[src/rtl/mc_ctrl_pkg.sv]
// Shared encodings for the multicycle ARM-subset control unit:
// FSM states, mux select codes, ALU operations and condition codes.
package mc_ctrl_pkg;

   typedef enum logic [3:0] {
      S_FETCH,
      S_DECODE,
      S_MEMADR,
      S_MEMREAD,
      S_MEMWB,
      S_MEMWRITE,
      S_EXECUTER,
      S_EXECUTEI,
      S_ALUWB,
      S_BRANCH,
      S_UNKNOWN
   } statetype;

   localparam logic [1:0] ALU_ADD = 2'b00;
   localparam logic [1:0] ALU_SUB = 2'b01;
   localparam logic [1:0] ALU_AND = 2'b10;
   localparam logic [1:0] ALU_ORR = 2'b11;

   localparam logic [1:0] RES_ALUOUT    = 2'b00;
   localparam logic [1:0] RES_DATA      = 2'b01;
   localparam logic [1:0] RES_ALURESULT = 2'b10;

   localparam logic [1:0] SRCB_RD2    = 2'b00;
   localparam logic [1:0] SRCB_EXTIMM = 2'b01;
   localparam logic [1:0] SRCB_FOUR   = 2'b10;

   localparam logic [1:0] OP_DP  = 2'b00;
   localparam logic [1:0] OP_MEM = 2'b01;
   localparam logic [1:0] OP_BR  = 2'b10;

   // Data-processing command field Funct[4:1]
   localparam logic [3:0] FN_ADD = 4'b0100;
   localparam logic [3:0] FN_SUB = 4'b0010;
   localparam logic [3:0] FN_AND = 4'b0000;
   localparam logic [3:0] FN_ORR = 4'b1100;

   localparam logic [3:0] COND_EQ = 4'b0000;
   localparam logic [3:0] COND_NE = 4'b0001;
   localparam logic [3:0] COND_CS = 4'b0010;
   localparam logic [3:0] COND_CC = 4'b0011;
   localparam logic [3:0] COND_MI = 4'b0100;
   localparam logic [3:0] COND_PL = 4'b0101;
   localparam logic [3:0] COND_VS = 4'b0110;
   localparam logic [3:0] COND_VC = 4'b0111;
   localparam logic [3:0] COND_HI = 4'b1000;
   localparam logic [3:0] COND_LS = 4'b1001;
   localparam logic [3:0] COND_GE = 4'b1010;
   localparam logic [3:0] COND_LT = 4'b1011;
   localparam logic [3:0] COND_GT = 4'b1100;
   localparam logic [3:0] COND_LE = 4'b1101;
   localparam logic [3:0] COND_AL = 4'b1110;

endpackage

[src/rtl/cond_unit.sv]
// NZCV flag register and condition evaluation; the condition result is
// captured in DECODE and gates every architectural write of the instruction.
module cond_unit
   import mc_ctrl_pkg::*;
(
   input  logic       clk,
   input  logic       reset_n,
   input  logic [3:0] cond,
   input  logic [3:0] alu_flags,
   input  logic [1:0] flag_w,
   input  logic       latch_cond,
   output logic       condex_q
);

   logic [3:0] flags;
   logic       condex;
   logic       n, z, c, v;

   assign {n, z, c, v} = flags;

   always_comb begin
      condex = 1'b0;
      case (cond)
         COND_EQ: condex = z;
         COND_NE: condex = ~z;
         COND_CS: condex = c;
         COND_CC: condex = ~c;
         COND_MI: condex = n;
         COND_PL: condex = ~n;
         COND_VS: condex = v;
         COND_VC: condex = ~v;
         COND_HI: condex = c & ~z;
         COND_LS: condex = ~c | z;
         COND_GE: condex = (n == v);
         COND_LT: condex = (n != v);
         COND_GT: condex = ~z & (n == v);
         COND_LE: condex = z | (n != v);
         COND_AL: condex = 1'b1;
         default: condex = 1'b0;
      endcase
   end

   // flag_w is only ever nonzero in the execute states, so flags change
   // solely at the edge that ends execution of a passing instruction
   always_ff @(posedge clk or negedge reset_n) begin
      if (!reset_n) begin
         flags    <= 4'b0000;
         condex_q <= 1'b0;
      end else begin
         if (latch_cond)
            condex_q <= condex;
         if (flag_w[1] && condex_q)
            flags[3:2] <= alu_flags[3:2];
         if (flag_w[0] && condex_q)
            flags[1:0] <= alu_flags[1:0];
      end
   end

endmodule

[src/rtl/mc_controller.sv]
// Multicycle control unit: main FSM, ALU decode and PC/write-enable gating
// for the ARM-subset datapath.
module mc_controller
   import mc_ctrl_pkg::*;
(
   input  logic       clk,
   input  logic       reset_n,
   input  logic [3:0] Cond,
   input  logic [1:0] Op,
   input  logic [5:0] Funct,
   input  logic [3:0] Rd,
   input  logic [3:0] ALUFlags,
   output logic       PCWrite,
   output logic       AdrSrc,
   output logic       MemWrite,
   output logic       IRWrite,
   output logic [1:0] ResultSrc,
   output logic [1:0] ALUControl,
   output logic       ALUSrcA,
   output logic [1:0] ALUSrcB,
   output logic [1:0] ImmSrc,
   output logic       RegWrite,
   output logic [1:0] RegSrc
);

   statetype   state, next_state;
   logic       next_pc, branch, reg_w, mem_w, alu_op, ir_write;
   logic       pcs, condex_q;
   logic [1:0] flag_w;

   always_ff @(posedge clk or negedge reset_n) begin
      if (!reset_n)
         state <= S_FETCH;
      else
         state <= next_state;
   end

   always_comb begin
      next_state = S_FETCH;
      next_pc    = 1'b0;
      branch     = 1'b0;
      reg_w      = 1'b0;
      mem_w      = 1'b0;
      alu_op     = 1'b0;
      ir_write   = 1'b0;
      AdrSrc     = 1'b0;
      ResultSrc  = RES_ALUOUT;
      ALUSrcA    = 1'b0;
      ALUSrcB    = SRCB_RD2;
      case (state)
         S_FETCH: begin
            ir_write   = 1'b1;
            next_pc    = 1'b1;
            ALUSrcA    = 1'b1;
            ALUSrcB    = SRCB_FOUR;
            ResultSrc  = RES_ALURESULT;
            next_state = S_DECODE;
         end
         S_DECODE: begin
            ALUSrcA   = 1'b1;
            ALUSrcB   = SRCB_FOUR;
            ResultSrc = RES_ALURESULT;
            case (Op)
               OP_MEM:  next_state = S_MEMADR;
               OP_DP:   next_state = Funct[5] ? S_EXECUTEI : S_EXECUTER;
               OP_BR:   next_state = S_BRANCH;
               default: next_state = S_FETCH;
            endcase
         end
         S_MEMADR: begin
            ALUSrcB    = SRCB_EXTIMM;
            next_state = Funct[0] ? S_MEMREAD : S_MEMWRITE;
         end
         S_MEMREAD: begin
            AdrSrc     = 1'b1;
            next_state = S_MEMWB;
         end
         S_MEMWB: begin
            ResultSrc = RES_DATA;
            reg_w     = 1'b1;
         end
         S_MEMWRITE: begin
            AdrSrc = 1'b1;
            mem_w  = 1'b1;
         end
         S_EXECUTER: begin
            alu_op     = 1'b1;
            next_state = S_ALUWB;
         end
         S_EXECUTEI: begin
            ALUSrcB    = SRCB_EXTIMM;
            alu_op     = 1'b1;
            next_state = S_ALUWB;
         end
         S_ALUWB: begin
            reg_w = 1'b1;
         end
         S_BRANCH: begin
            ALUSrcB   = SRCB_EXTIMM;
            ResultSrc = RES_ALURESULT;
            branch    = 1'b1;
         end
         default: next_state = S_FETCH;
      endcase
   end

   // Unsupported commands fall back to ADD and never touch the flags
   always_comb begin
      ALUControl = ALU_ADD;
      flag_w     = 2'b00;
      if (alu_op) begin
         case (Funct[4:1])
            FN_ADD: begin
               ALUControl = ALU_ADD;
               flag_w     = {Funct[0], Funct[0]};
            end
            FN_SUB: begin
               ALUControl = ALU_SUB;
               flag_w     = {Funct[0], Funct[0]};
            end
            FN_AND: begin
               ALUControl = ALU_AND;
               flag_w     = {Funct[0], 1'b0};
            end
            FN_ORR: begin
               ALUControl = ALU_ORR;
               flag_w     = {Funct[0], 1'b0};
            end
            default: begin
               ALUControl = ALU_ADD;
               flag_w     = 2'b00;
            end
         endcase
      end
   end

   cond_unit u_cond (
      .clk        (clk),
      .reset_n    (reset_n),
      .cond       (Cond),
      .alu_flags  (ALUFlags),
      .flag_w     (flag_w),
      .latch_cond (state == S_DECODE),
      .condex_q   (condex_q)
   );

   // reset_n masks the enables so the FETCH state held in reset writes nothing
   assign pcs      = branch | (reg_w & (Rd == 4'd15));
   assign PCWrite  = reset_n & (next_pc | (pcs & condex_q));
   assign RegWrite = reset_n & reg_w & condex_q;
   assign MemWrite = reset_n & mem_w & condex_q;
   assign IRWrite  = reset_n & ir_write;
   assign ImmSrc   = Op;
   assign RegSrc   = {Op == OP_MEM, Op == OP_BR};

endmodule

[config.mk]
export PLATFORM = sky130hd
export DESIGN_NAME = mc_controller
export DESIGN_NICKNAME = d
export VERILOG_FILES = /design/src/rtl/mc_ctrl_pkg.sv /design/src/rtl/cond_unit.sv /design/src/rtl/mc_controller.sv
export SDC_FILE = /design/constraint.sdc
export NUM_CORES = 1
export LEC_CHECK = 0
export CAP_MARGIN = 20
export CORE_MARGIN = 2
export CORE_UTILIZATION = 37
export DETAILED_ROUTE_END_ITERATION = 8
export PLACE_DENSITY = 0.86
export SLEW_MARGIN = 10
export SYNTH_ARGS = -nofsm -noshare
export SYNTH_HDL_FRONTEND = slang
export SYNTH_SLANG_ARGS = --single-unit
export TNS_END_PERCENT = 20
[constraint.sdc]
create_clock -name clk -period 1.75 [get_ports clk]
set_input_delay 0.175 -clock clk [delete_from_list [all_inputs] [get_ports clk]]
set_output_delay 0.175 -clock clk [all_outputs]
set_load 0.005 [all_outputs]
==> flow_summary_export.csv <==
group,metric,value,unit
timing,holdWs,0.256,ns
floorplan,die-width,51.2,um
floorplan,die_area,0.00262,mm2
place,place_congestion,0.850,
global_route,grt_pass1_wl,4.00,mm
floorplan,io_pins,38,
detailed_routing,drc_errors,0,
setup_path,critPathArrivalTime,2.06,ns
setup_path,crit_type,"flop to flop",
floorplan,core_area,0.00215,mm2
pwr,powerDensity,1070,mW/mm2
clock_tree,hold_buffers,0,
floorplan,rows,17,
global_route,gr-usage-all-layers,20.3,%
timing,tightest_slew,0.365,ns
setup_path,reg2reg_slack,-0.17,ns
timing,finalCritPeriodShare,110,%
global_route,use_met1,22.6,%
clock_tree,cts_inserted_buffers,3,
setup_path,cp-end-kind,"flop",
clock_tree,cts_tree,"yes",
detailed_routing,routed_wl,2.42,mm
final_layout,area_growth,75.7,%
timing,skew,0.00611,ns
floorplan,dieHeight,51.2,um
clock_tree,cts_max_level,1,
final_layout,fin_cells,184,
final_layout,final_common_cell,"clkdlybuf4s50_1",
yosys,ys_seq_area_share,27.3,%
yosys,syn_nets,120,
detailed_routing,viasPerCell,5.14,
setup_path,r2r_start,"state[2]",
final_layout,nets,179,
yosys,syn-instance-count,98,
hold_path,hold_class,"primary input to async pin",
setup_path,cp_data_required_time,1.89,ns
detailed_routing,routedWlPerCell,13.2,um
setup_path,crit_fanout,3,
clock_tree,cts.path.max_buffers,2,
status,violations,"setup timing",
clock_tree,cts.sinks,9,
global_route,overflow,0,
yosys,yosysWarningCount,0,
detailed_routing,drtPass1Iterations,4,
global_route,grt_pass1_vias,933,
run,cap_violations,0,
timing,slew_violations,0,
pwr,vdd_ir_drop_max,1.03,mV
place,port-buffer-count,37,
timing,setup-tns-final,-0.769,ns
timing,min_period,1.92,ns
timing,rsz0062_at_grt,"true",
timing,fin_ws,-0.170,ns
final_layout,layout_common_cells,"clkdlybuf4s50_1, buf_4, nor3_1, nand2_1, dfrtp_1",
setup_path,rr_worst_depth,6,
clock_tree,cts-root-buf,"clkbuf_4",
floorplan,start_util,38.4,%
place,hpwl,1.93,mm
final_layout,ff_latch_area,225,um2
timing,hold_viol,0,
yosys,syn_area,825,um2
final_layout,drive_above_1_share,34.0,%
yosys,synth-seq-cells,9,
detailed_routing,dr_total_vias,945,
final_layout,finish.utilization,67.4,%
place,dpl.cell_count,176,
yosys,avgSynthCellArea,8.41,um2
setup_path,startpoint_type,"flop",
global_route,grt_busiest_layer,"met2",
global_route,grtUsageMet2,36.4,%
pwr,power,1.56,mW
timing,relSlewSlack,75.3,%
detailed_routing,ant_nets,0,
final_layout,nFillCells,165,
timing,setup_viol,6,
status,outcome,"finished with violations",
final_layout,diodes,0,
clock_tree,clkTransAtPathRegs,0.07,ns
clock_tree,worstSkewPairLatency,0.26,ns
yosys,ys_types,35,
global_route,met3_usage,4.39,%
global_route,grt_max_degree,12,
global_route,antenna_found_initial,0,
timing,max_freq,521,MHz
setup_path,r2r_end,"u_cond.flags[1]",
detailed_routing,drt-initial-drc-count,17,
final_layout,multiInputGateArea,623,um2
pwr,p_leak,0.636,nW
worst max-delay path by stage:
stage / from / endpoint / slack (ns) / depth (start not counted)
floorplan: state[3] / u_cond.flags[2] / -0.03 / 5
global placement: reset_n / PCWrite / -0.28 / 6
detailed placement: reset_n / PCWrite / -0.33 / 6
CTS: state[2] / u_cond.flags[0] / -0.19 / 6
global route: state[2] / u_cond.flags[3] / -0.21 / 6
finish: state[2] / u_cond.flags[1] / -0.17 / 6
state kept, by name, indices dropped and copies added (netlist names):
signal           flops
state                4
u_cond.condex_q      1
u_cond.flags         4
cell usage after synthesis, drive strengths merged:
cell type   n  area [um2]
a2111oi     1        8.76
xor2        3        26.3
a211oi      1        20.0
nor4        2        12.5
nor3       10        61.3
o21ai       3        15.0
clkbuf      5        18.8
o311ai      1        8.76
nor2        8        30.0
a21oi       3        15.0
o32a        1        10.0
or2         1        8.76
and4        2        17.5
nand2b      4        32.5
xnor2       4        35.0
mux2i       2        20.0
nand3b      2        15.0
o22ai       2        12.5
buf         3        26.3
nor2b       5        31.3
nand2       9        33.8
or3b        1        11.3
dfrtp       9         225
a21boi      3        22.5
nor3b       1        7.51
and2        1        6.26
a32o        1        10.0
inv         2        7.51
nand3       2        10.0
o2bb2ai     1        8.76
mux2        5        56.3
what timing repair did:
action | CTS | global route
setup endpoints to repair | 16 | 11
endpoints found under the hold margin | 0 | 0
resized for setup | 33 | 13
gates cloned | 0 | 0
pin swaps | 3 | 3
buffers inserted | 3 | 1
metrics by stage:
stage                     worst slack (ns)  instance area (um2)
final                               -0.170                 1450
after global routing                -0.212                 1450
after CTS                           -0.195                 1430
after detailed placement            -0.328                 1340
after global placement              -0.282                 1340
after floorplan                    -0.0316                  825
routing by layer:
metal	routed length, um	part of all wire (%)	up-vias
met1	947	39	456
met5	0	0	-
met2	1330	55	25
met3	106	4.4	4
li1	-	-	460
met4	40	1.7	0
cells by family (layout without fill, tap and decap cells):
logic type      after synthesis  count (layout)  share of synthesized area [%]
mux                           7               7                           9.26
buf+inv                      10              68                           6.37
simple gates                 48              48                           33.7
compound gates               17              17                           15.9
flops                         9               9                           27.3
xor+xnor                      7               7                           7.44
critical path, cell delays in order, from the launching register on:
cell,delay (ns)
dfrtp_1,0.40
buf_6,0.12
nand2b_4,0.06
or3b_4,0.37
or2_4,0.29
nor3_4,0.24
mux2_4,0.32
where the power goes:
part / internal (mW) / switching, mW / total, mW
Clock: 0.0843 / 0.0758 / 0.160
Combinational: 0.581 / 0.482 / 1.06
Sequential: 0.273 / 0.0608 / 0.334
Total: 0.939 / 0.619 / 1.56
layout make-up:
| cell class | count | area share (%) |
|---|---|---|
| Timing Repair Buffer | 62 | 36.6 |
| Multi-Input combinational cell | 79 | 43.0 |
| Tap cell | 28 | 2.42 |
| Inverter | 2 | 0.518 |
| Sequential cell | 9 | 15.5 |
| Clock inverter | 1 | 0.345 |
| Clock buffer | 3 | 1.55 |
Note: power is estimated with default switching activity, not from simulation.
